===== src/rtl/bsg_mem_1rw_sync_tiled_pkg.sv =====
`default_nettype none
// ============================================================================
// Module   : bsg_mem_1rw_sync_tiled_pkg
// Brief    : Clear-FSM states, grid geometry helpers and hardened macro list
// Revision : 1.0
// ============================================================================
package bsg_mem_1rw_sync_tiled_pkg;

    typedef enum logic [0:0] {
        eCLEAR = 1'b0,
        eREADY = 1'b1
    } state_e;

    typedef struct packed {
        int els;
        int bits;
        int mux;
    } macro_t;

    localparam int c_num_macros = 3;
    localparam macro_t c_macros [c_num_macros] = '{
        '{els: 64,  bits: 32, mux: 1},
        '{els: 256, bits: 32, mux: 2},
        '{els: 512, bits: 64, mux: 4}
    };

    function automatic int num_cols(input int width, input int tile_width);
        return (width + tile_width - 1) / tile_width;
    endfunction

    function automatic int num_rows(input int els, input int tile_els);
        return els / tile_els;
    endfunction

    function automatic int row_sel_width(input int rows);
        return (rows > 1) ? $clog2(rows) : 1;
    endfunction

    function automatic int mask_width(input int width);
        return (width + 7) / 8;
    endfunction

    function automatic bit macro_match(input int els, input int bits);
        for (int i = 0; i < c_num_macros; i++) begin
            if (c_macros[i].els == els && c_macros[i].bits == bits) begin
                return 1'b1;
            end
        end
        return 1'b0;
    endfunction

endpackage
`default_nettype wire


===== src/rtl/bsg_mem_1rw_sync_tile.sv =====
`default_nettype none
// ============================================================================
// Module   : bsg_mem_1rw_sync_tile
// Brief    : One bit-masked 1rw sync RAM tile; hardened macro or synthesised model
// Revision : 1.0
// ============================================================================
module bsg_mem_1rw_sync_tile
    import bsg_mem_1rw_sync_tiled_pkg::*;
#(
    parameter int width_p  = 32,
    parameter int els_p    = 64,
    parameter bit harden_p = 1'b1
) (
    input  logic                     clk_i,
    input  logic                     v_i,
    input  logic                     w_i,
    input  logic [$clog2(els_p)-1:0] addr_i,
    input  logic [width_p-1:0]       data_i,
    input  logic [width_p-1:0]       w_mask_i,
    output logic [width_p-1:0]       data_o
);

    generate
        if (harden_p && macro_match(els_p, width_p)) begin : g_macro
            // Macro pins are all active-low: chip enable, global write enable, bit write enables.
            logic               w_cen;
            logic               w_gwen;
            logic [width_p-1:0] w_wen;
            logic [width_p-1:0] r_mem [els_p];
            logic [width_p-1:0] r_q;

            assign w_cen  = ~v_i;
            assign w_gwen = ~w_i;
            assign w_wen  = ~w_mask_i;

            always_ff @(posedge clk_i) begin
                if (!w_cen) begin
                    if (!w_gwen) begin
                        r_mem[addr_i] <= (r_mem[addr_i] & w_wen) | (data_i & ~w_wen);
                    end else begin
                        r_q <= r_mem[addr_i];
                    end
                end
            end

            assign data_o = r_q;
        end else begin : g_synth
            logic [width_p-1:0] r_mem [els_p];
            logic [width_p-1:0] r_q;

            always_ff @(posedge clk_i) begin
                if (v_i) begin
                    if (w_i) begin
                        r_mem[addr_i] <= (r_mem[addr_i] & ~w_mask_i) | (data_i & w_mask_i);
                    end else begin
                        r_q <= r_mem[addr_i];
                    end
                end
            end

            assign data_o = r_q;
        end
    endgenerate

endmodule
`default_nettype wire


===== src/rtl/bsg_mem_1rw_sync_tiled.sv =====
`default_nettype none
// ============================================================================
// Module   : bsg_mem_1rw_sync_tiled
// Brief    : Tiled 1rw sync RAM with byte mask, read-data hold and clear engine
// Revision : 1.0
// ============================================================================
module bsg_mem_1rw_sync_tiled
    import bsg_mem_1rw_sync_tiled_pkg::*;
#(
    parameter int                 width_p          = 32,
    parameter int                 els_p            = 64,
    parameter int                 tile_width_p     = 32,
    parameter int                 tile_els_p       = 64,
    parameter bit                 mask_p           = 1'b1,
    parameter bit                 clear_on_reset_p = 1'b1,
    parameter logic [width_p-1:0] clear_val_p      = '0,
    parameter bit                 harden_p         = 1'b1
) (
    input  logic                           clk_i,
    input  logic                           reset_n_i,
    input  logic                           v_i,
    input  logic                           w_i,
    input  logic [$clog2(els_p)-1:0]       addr_i,
    input  logic [width_p-1:0]             data_i,
    input  logic [mask_width(width_p)-1:0] w_mask_i,
    input  logic                           clear_i,
    output logic                           ready_o,
    output logic [width_p-1:0]             data_o
);

    localparam int c_cols    = num_cols(width_p, tile_width_p);
    localparam int c_rows    = num_rows(els_p, tile_els_p);
    localparam int c_row_w   = row_sel_width(c_rows);
    localparam int c_tile_aw = $clog2(tile_els_p);
    localparam int c_grid_w  = c_cols * tile_width_p;
    localparam logic [c_tile_aw-1:0] c_clr_last  = c_tile_aw'(tile_els_p - 1);
    localparam state_e               c_rst_state = clear_on_reset_p ? eCLEAR : eREADY;

    state_e                  r_state, w_state_nxt;
    logic [c_tile_aw-1:0]    r_clr_cnt, w_clr_cnt_nxt;
    logic                    r_ready, r_read_pending;
    logic [c_row_w-1:0]      r_row, w_row;
    logic [width_p-1:0]      r_hold, w_row_data;
    logic [c_grid_w-1:0]     w_bit_mask, w_tile_data, w_tile_mask;
    logic [c_tile_aw-1:0]    w_tile_addr;
    logic                    w_tile_w, w_access, w_read;
    logic [c_rows-1:0]       w_row_v;
    logic [tile_width_p-1:0] w_q [c_rows][c_cols];

    generate
        if (c_rows > 1) begin : g_row_sel
            assign w_row = addr_i[$clog2(els_p)-1:c_tile_aw];
        end else begin : g_row_fixed
            assign w_row = '0;
        end
    endgenerate

    // A clear request takes priority over an access presented in the same cycle.
    assign w_access = r_ready & v_i & ~clear_i;
    assign w_read   = w_access & ~w_i;

    always_comb begin
        w_bit_mask = '1;
        for (int i = 0; i < width_p; i++) begin
            w_bit_mask[i] = mask_p ? w_mask_i[i / 8] : 1'b1;
        end
    end

    // Padding bits of the last column are always written with zero.
    always_comb begin
        w_tile_addr = addr_i[c_tile_aw-1:0];
        w_tile_data = c_grid_w'(data_i);
        w_tile_mask = w_bit_mask;
        w_tile_w    = w_i;
        w_row_v     = '0;
        if (r_state == eCLEAR) begin
            w_tile_addr = r_clr_cnt;
            w_tile_data = c_grid_w'(clear_val_p);
            w_tile_mask = '1;
            w_tile_w    = 1'b1;
            w_row_v     = '1;
        end else begin
            for (int r = 0; r < c_rows; r++) begin
                w_row_v[r] = w_access && (w_row == c_row_w'(r));
            end
        end
    end

    generate
        for (genvar r = 0; r < c_rows; r++) begin : g_row
            for (genvar c = 0; c < c_cols; c++) begin : g_col
                bsg_mem_1rw_sync_tile #(
                    .width_p  (tile_width_p),
                    .els_p    (tile_els_p),
                    .harden_p (harden_p)
                ) u_tile (
                    .clk_i    (clk_i),
                    .v_i      (w_row_v[r]),
                    .w_i      (w_tile_w),
                    .addr_i   (w_tile_addr),
                    .data_i   (w_tile_data[c*tile_width_p +: tile_width_p]),
                    .w_mask_i (w_tile_mask[c*tile_width_p +: tile_width_p]),
                    .data_o   (w_q[r][c])
                );
            end
        end
    endgenerate

    always_comb begin
        w_row_data = '0;
        for (int i = 0; i < width_p; i++) begin
            w_row_data[i] = w_q[r_row][i / tile_width_p][i % tile_width_p];
        end
    end

    always_comb begin
        w_state_nxt   = r_state;
        w_clr_cnt_nxt = r_clr_cnt;
        case (r_state)
            eCLEAR: begin
                w_clr_cnt_nxt = r_clr_cnt + 1'b1;
                if (r_clr_cnt == c_clr_last) begin
                    w_state_nxt   = eREADY;
                    w_clr_cnt_nxt = '0;
                end
            end
            eREADY: begin
                if (clear_i) begin
                    w_state_nxt   = eCLEAR;
                    w_clr_cnt_nxt = '0;
                end
            end
            default: w_state_nxt = eCLEAR;
        endcase
    end

    always_ff @(posedge clk_i or negedge reset_n_i) begin
        if (!reset_n_i) begin
            r_state        <= c_rst_state;
            r_clr_cnt      <= '0;
            r_ready        <= ~clear_on_reset_p;
            r_row          <= '0;
            r_read_pending <= 1'b0;
            r_hold         <= '0;
        end else begin
            r_state        <= w_state_nxt;
            r_clr_cnt      <= w_clr_cnt_nxt;
            r_ready        <= (w_state_nxt == eREADY);
            r_read_pending <= w_read;
            if (w_read) begin
                r_row <= w_row;
            end
            if (r_read_pending) begin
                r_hold <= w_row_data;
            end
        end
    end

    assign ready_o = r_ready;
    assign data_o  = r_read_pending ? w_row_data : r_hold;

    a_no_access_when_busy: assert property (@(posedge clk_i) disable iff (!reset_n_i)
        !(v_i && !ready_o))
        else $warning("bsg_mem_1rw_sync_tiled: v_i driven while ready_o is low");

endmodule
`default_nettype wire


===== config.mk =====
export PLATFORM = sky130hd
export DESIGN_NAME = bsg_mem_1rw_sync_tiled
export DESIGN_NICKNAME = d
export VERILOG_FILES = /design/src/rtl/bsg_mem_1rw_sync_tiled_pkg.sv /design/src/rtl/bsg_mem_1rw_sync_tile.sv /design/src/rtl/bsg_mem_1rw_sync_tiled.sv
export SDC_FILE = /design/constraint.sdc
export NUM_CORES = 2
export LEC_CHECK = 0
export ABC_AREA = 0
export ABC_CLOCK_PERIOD_IN_PS = 8540
export CAP_MARGIN = 25
export CORE_ASPECT_RATIO = 1.75
export CORE_UTILIZATION = 30
export CTS_CLUSTER_DIAMETER = 40
export DETAILED_ROUTE_END_ITERATION = 7
export PLACE_DENSITY = 0.56
export SLEW_MARGIN = 20
export SYNTH_ARGS = -nofsm -noshare
export SYNTH_HDL_FRONTEND = slang
export SYNTH_SLANG_ARGS = --single-unit

===== constraint.sdc =====
create_clock -name clk_i -period 8.54 [get_ports clk_i]
set_clock_uncertainty 0.15 [all_clocks]
set_input_delay 1.708 -clock clk_i [delete_from_list [all_inputs] [get_ports clk_i]]
set_output_delay 1.708 -clock clk_i [all_outputs]
set_load 0.005 [all_outputs]

Word-level counts from Yosys, hierarchy flattened:

Memories as Yosys holds them, arrays and structs flattened.
Cells that the tools add are included.

* flip-flop bits (word level): 72
* memory bits (writable): 2048
* memories: 1

Memory list
* g_row[0].g_col[0].u_tile.g_macro.r_mem: words 64, bits a word 32, rd ports 1, clocked after Yosys merged registers in 0, wr ports 1, RTL line bsg_mem_1rw_sync_tile.sv:29 `logic [width_p-1:0] r_mem [els_p];`

* add/sub/neg operators: 1
* eq/ne operators: 2
* multiplexer cells: 15
* bitwise gates (word level): 12
* reductions and logical operators: 1

Operator list (count)
* $mux W32: 3
* $and A32 B32 Y32: 2
* $not A32 Y32: 2
* $or A32 B32 Y32: 1
* $mux W6: 3
* $pmux W6 S2: 1
* $mux W1: 7
* $add A6 B1 Y6 const B: 1
* $eq A6 B6 Y1 const B: 1
* $not A1 Y1: 4
* $and A1 B1 Y1: 3
* $ne A2 B2 Y1 const B: 1
* $pmux W1 S2: 1
* $reduce_and A2 Y1: 1

Logic depth before layout (Yosys ltp):

* word-level depth: 5
* mapped depth: 12
* depth with buffers taken out: 7

Modules after synthesis:

A second synthesis with hierarchy kept.

* cells, all modules: 4749
* area, all modules: 82937.0 µm²

Modules (own cells, without submodules)
* bsg_mem_1rw_sync_tile: instances 1, cells an instance 4596, area each 81051.5 µm²
* bsg_mem_1rw_sync_tiled: instances 1, cells an instance 153, area each 1885.6 µm²

Worst setup path after synthesis:

No wires, ideal clock.

* path type: input to register
* start: input port addr_i[1]
* end: memory g_row[0].g_col[0].u_tile.g_macro.r_mem[0][10] (data pin)
* arrival: 5.430 ns
* data required time: 7.802 ns
* path slack: 2.372 ns
* stages: 10
* buffers on the path: 3
* cells stage by stage: buf_4 -> nor4bb_1 -> or2_1 -> buf_4 -> buf_6 -> a22oi_1 -> and3_1 -> o221ai_1 -> a221oi_1 -> a31oi_1

* cells in the longest elaborated chain, start to end: 4

RTL lines
* start: declaration: RTL line bsg_mem_1rw_sync_tiled.sv:23 `input logic [$clog2(els_p)-1:0] addr_i,`
* $mux W6: RTL line bsg_mem_1rw_sync_tiled.sv:76 `if (r_state == eCLEAR) begin`
* $mem_v2 Z64 W32
* $and A32 B32 Y32: RTL line bsg_mem_1rw_sync_tile.sv:39 `r_mem[addr_i] <= (r_mem[addr_i] & w_wen) | (data_i & ~w_wen);`
* $or A32 B32 Y32: RTL line bsg_mem_1rw_sync_tile.sv:39
* end: declaration: RTL line bsg_mem_1rw_sync_tile.sv:29

No other way between the ends.

Worst setup path in the final report:

* start: input port addr_i[2]
* end: memory g_row[0].g_col[0].u_tile.g_macro.r_mem[62][15] (data pin)

Same word-level chain as after synthesis.

==> flow_metrics.py <==
metrics = {
    "synthesis": {
        "synthCells": 4765,
        "syn_nets": 4813,
        "synth_seq_area_share_pct": 79.3,
        "synth_cell_types": 68,
        "synth-edff-count": 2080,
        "netlist_top_cells_count": "edfxtp_1 (2080), nand2_1 (588), a21oi_1 (276), mux2i_1 (222), a22oi_1 (210)",
        "synth_top_family_by_area": "compound AO/OA/AOI/OAI gates",
        "synth.area.mux_share_pct": 4.23,
        "synth_compound_area_share_pct": 10.1,
        "synthAdderAreaFrac_pct": 0.0156,
        "synth.largest_area_cell": "edfxtp_1",
        "async_reset_ff_share_pct": 1.89,
        "synth_area_mm2": 0.0801,
        "synth_warnings": 0,
        "synthSimpleGateAreaFrac_pct": 4.54,
        "yosys-top-cells-area": "edfxtp_1 (78%), mux2i_1 (2.8%), nand2_1 (2.8%)",
        "synth_area_per_cell_um2": 16.8,
        "synth-seq-cells": 2120,
        "dominantRegCellSynth": "edfxtp_1",
        "yosysMostFrequentCell": "edfxtp_1",
        "synth_top_area_share_pct": 78.0,
        "synth_xor_area_share_pct": 0.0219,
    },
    "power_and_ir_drop": {
        "vdd.ir_drop.worst_mv": 0.216,
        "p_per_area_mw_per_mm2": 331,
        "p_leak_nw": 29.9,
    },
    "timing": {
        "period_needed_ns": 6.99,
        "fmax_mhz": 143,
        "rsz0062_at_grt": "no",
        "max_slew.worst_pin.slew_ns": 1.18,
        "hold_violations": 0,
        "max-slew-margin-rel_pct": 21.3,
        "tns_ns": 0,
        "setup_viol": 0,
        "slew_violations": 0,
        "min_period_over_period_pct": 81.8,
    },
    "finish": {
        "n_fill_cell": 25000,
        "drive_gt1_share_pct": 14.6,
        "multiInputGateArea_mm2": 0.0162,
        "post-route-util_pct": 35.2,
        "nets": 5033,
        "final-seq-area_mm2": 0.0635,
        "area_delta_synth_final_pct": 16.6,
    },
    "clock_network": {
        "clockBufferDepth": 4,
        "ctsResizeCount": 0,
        "cts_tree": "built",
        "cts_made_buffers": 188,
        "htree_num_levels": 4,
        "cts_setup_buffers": 0,
        "cts.clk_slew.worst_paths_ns": 0.06,
        "hold_buffers": 0,
        "root_buffer": "clkbuf_16",
        "clock_sinks": 2120,
        "clk_latency_ns": 0.85,
    },
    "outcome": {
        "status": "completed",
    },
    "route": {
        "drt_iter0_drc": 5799,
        "viasPerCell": 5.49,
        "wl_per_cell_um": 31.0,
        "wirelength_mm": 268,
        "num_vias": 47600,
        "drcViolationCount": 0,
        "dr.pass1.iters": 6,
        "ant_nets": 0,
    },
    "worst_setup_path": {
        "startpoint_type": "input pin",
        "rrSetupSlack_ns": 1.96,
        "path_cells": "clkdlybuf4s50_1 -> mux2_8 -> buf_12 -> mux2_2 -> a222oi_1 -> a31oi_1 -> nor4_2 -> nand4_1 -> o21ba_2 -> buf_4",
        "critPathMaxStageDelay_ns": 0.90,
        "critPathArrivalTime_ns": 7.33,
        "reg2reg_depth": 10,
        "rr_startpoint": "ready_o$_DFF_PN0_",
        "path_buf_inv": 3,
        "critPathKind": "input pin to flip-flop",
        "cpMaxStageDelayCell": "a222oi_1",
        "endpoint_kind": "flip-flop",
        "critPathMaxFanout": 67,
        "cp_data_required_time_ns": 8.89,
        "r2r-end": "g_row[0].g_col[0].u_tile.g_macro.r_mem[62][15]$_DFFE_PP_",
        "critical_path.top_delay_family": "compound AO/OA/AOI/OAI gates",
    },
    "die": {
        "start_util_pct": 30.2,
        "rows": 250,
        "io_pins": 80,
        "die-area_mm2": 0.269,
        "die-height_um": 685,
        "core_area_mm2": 0.265,
        "die_w_um": 392,
    },
    "global_route": {
        "antenna_found_initial": 14,
        "grt_first_pass_wirelength_mm": 370,
        "grt_overflow_total": 0,
        "grt_usage_pct": 19.5,
        "grt_max_degree": 88,
        "grt_pass1_vias": 46500,
    },
    "worst_hold_path": {
        "min_path_type": "flip-flop to flip-flop",
        "hold_end": "r_hold[15]$_DFF_PN0_",
        "whs_path_depth": 1,
        "worstHoldStart": "g_row[0].g_col[0].u_tile.data_o[15]$_DFFE_PP_",
    },
    "placed_design": {
        "gp_congestion": 0.842,
        "dpl.hpwl_mm": 162,
        "port_buffers": 79,
    },
    "run": {
        "drv_cap": 0,
    },
}
## report_power, final
group	switching [mW]	internal (mW)	total [mW]
sequential	0.208	12.2	12.5
combinational	7.17	2.76	9.93
clock	3.88	4.66	8.54
## per-stage QoR
stage | cells | instance area [um2] | power [mW] | hold slack (ns) | setup WS, ns
after CTS | 8657 | 93300 | 31.0 | 0.347 | 1.53
after global routing | 8660 | 93300 | 31.8 | 0.360 | 1.64
after global placement | 8320 | 87300 | 22.5 | 0.333 | 0.162
final | 8660 | 93300 | 30.9 | 0.344 | 1.55
after floorplan | 4765 | 80100 | 17.8 | 0.335 | 2.37
after detailed placement | 8321 | 87300 | 22.5 | 0.332 | 0.668
## flip-flops by register name, summed over array words and instances, names as in the netlist
signal and count:
r_clr_cnt 6, g_row.g_col.u_tile.data_o 32, r_read_pending 1, g_row.g_col.u_tile.g_macro.r_mem 2048, ready_o 1, r_hold 32
## worst reg2reg max path, delay by kind of cell, from the launching register on
kind	cells	cell delay, ns
AND/OR/NAND/NOR	4	2.11
AO/OA/AOI/OAI	3	1.89
buffers and inverters	3	1.38
flip-flops	1	0.70
## placed cells by master (no fill, tap or decap), drive strengths merged, types with 87 or more instances in the layout
master  Yosys  final
a22oi     210    210
mux2      100    100
clkbuf    139    224
buf       165    256
edfxtp   2080   2080
a222oi    122    122
nand2     589    589
nor2       87     87
o21ai     101    101
o22ai     117    117
a21oi     276    276
mux2i     222    222
## worst max path at each step
stage / slack [ns] / depth (start not counted) / to / from
floorplan: 2.37 / 10 / g_row[0].g_col[0].u_tile.g_macro.r_mem[0][10]$_DFFE_PP_ / addr_i[1]
global placement: 0.16 / 10 / g_row[0].g_col[0].u_tile.g_macro.r_mem[38][15]$_DFFE_PP_ / addr_i[2]
detailed placement: 0.67 / 10 / g_row[0].g_col[0].u_tile.g_macro.r_mem[34][15]$_DFFE_PP_ / addr_i[2]
CTS: 1.53 / 10 / g_row[0].g_col[0].u_tile.g_macro.r_mem[62][15]$_DFFE_PP_ / addr_i[2]
global route: 1.64 / 10 / g_row[0].g_col[0].u_tile.g_macro.r_mem[59][15]$_DFFE_PP_ / addr_i[2]
finish: 1.55 / 10 / g_row[0].g_col[0].u_tile.g_macro.r_mem[62][15]$_DFFE_PP_ / addr_i[2]
## routing by layer
| metal | GRT usage, % | up-vias | routed length, um |
|---|---|---|---|
| met5 | 0 | - | 53 |
| met4 | 9.93 | 8 | 15300 |
| met3 | 2.81 | 628 | 20500 |
| met2 | 34.3 | 2486 | 136000 |
| met1 | 22.9 | 24800 | 95800 |
| li1 | - | 19600 | - |
## cell type report
type | count | share of cell area, %
clock buffer | 224 | 5.23
multi-input combinational | 2333 | 17.4
clock inverter | 112 | 1.19
timing repair buffer | 334 | 3.43
inverter | 8 | 0.0322
sequential | 2120 | 68.0
antenna | 1 | 0.00268
tap | 3528 | 4.73
## kinds of logic after synthesis
group           Yosys count
simple gates            851
fa+ha+maj                 1
flops                  2120
mux                     323
xor+xnor                  2
buf+inv                 312
compound gates         1156
Power figures use the tool's default switching activity.
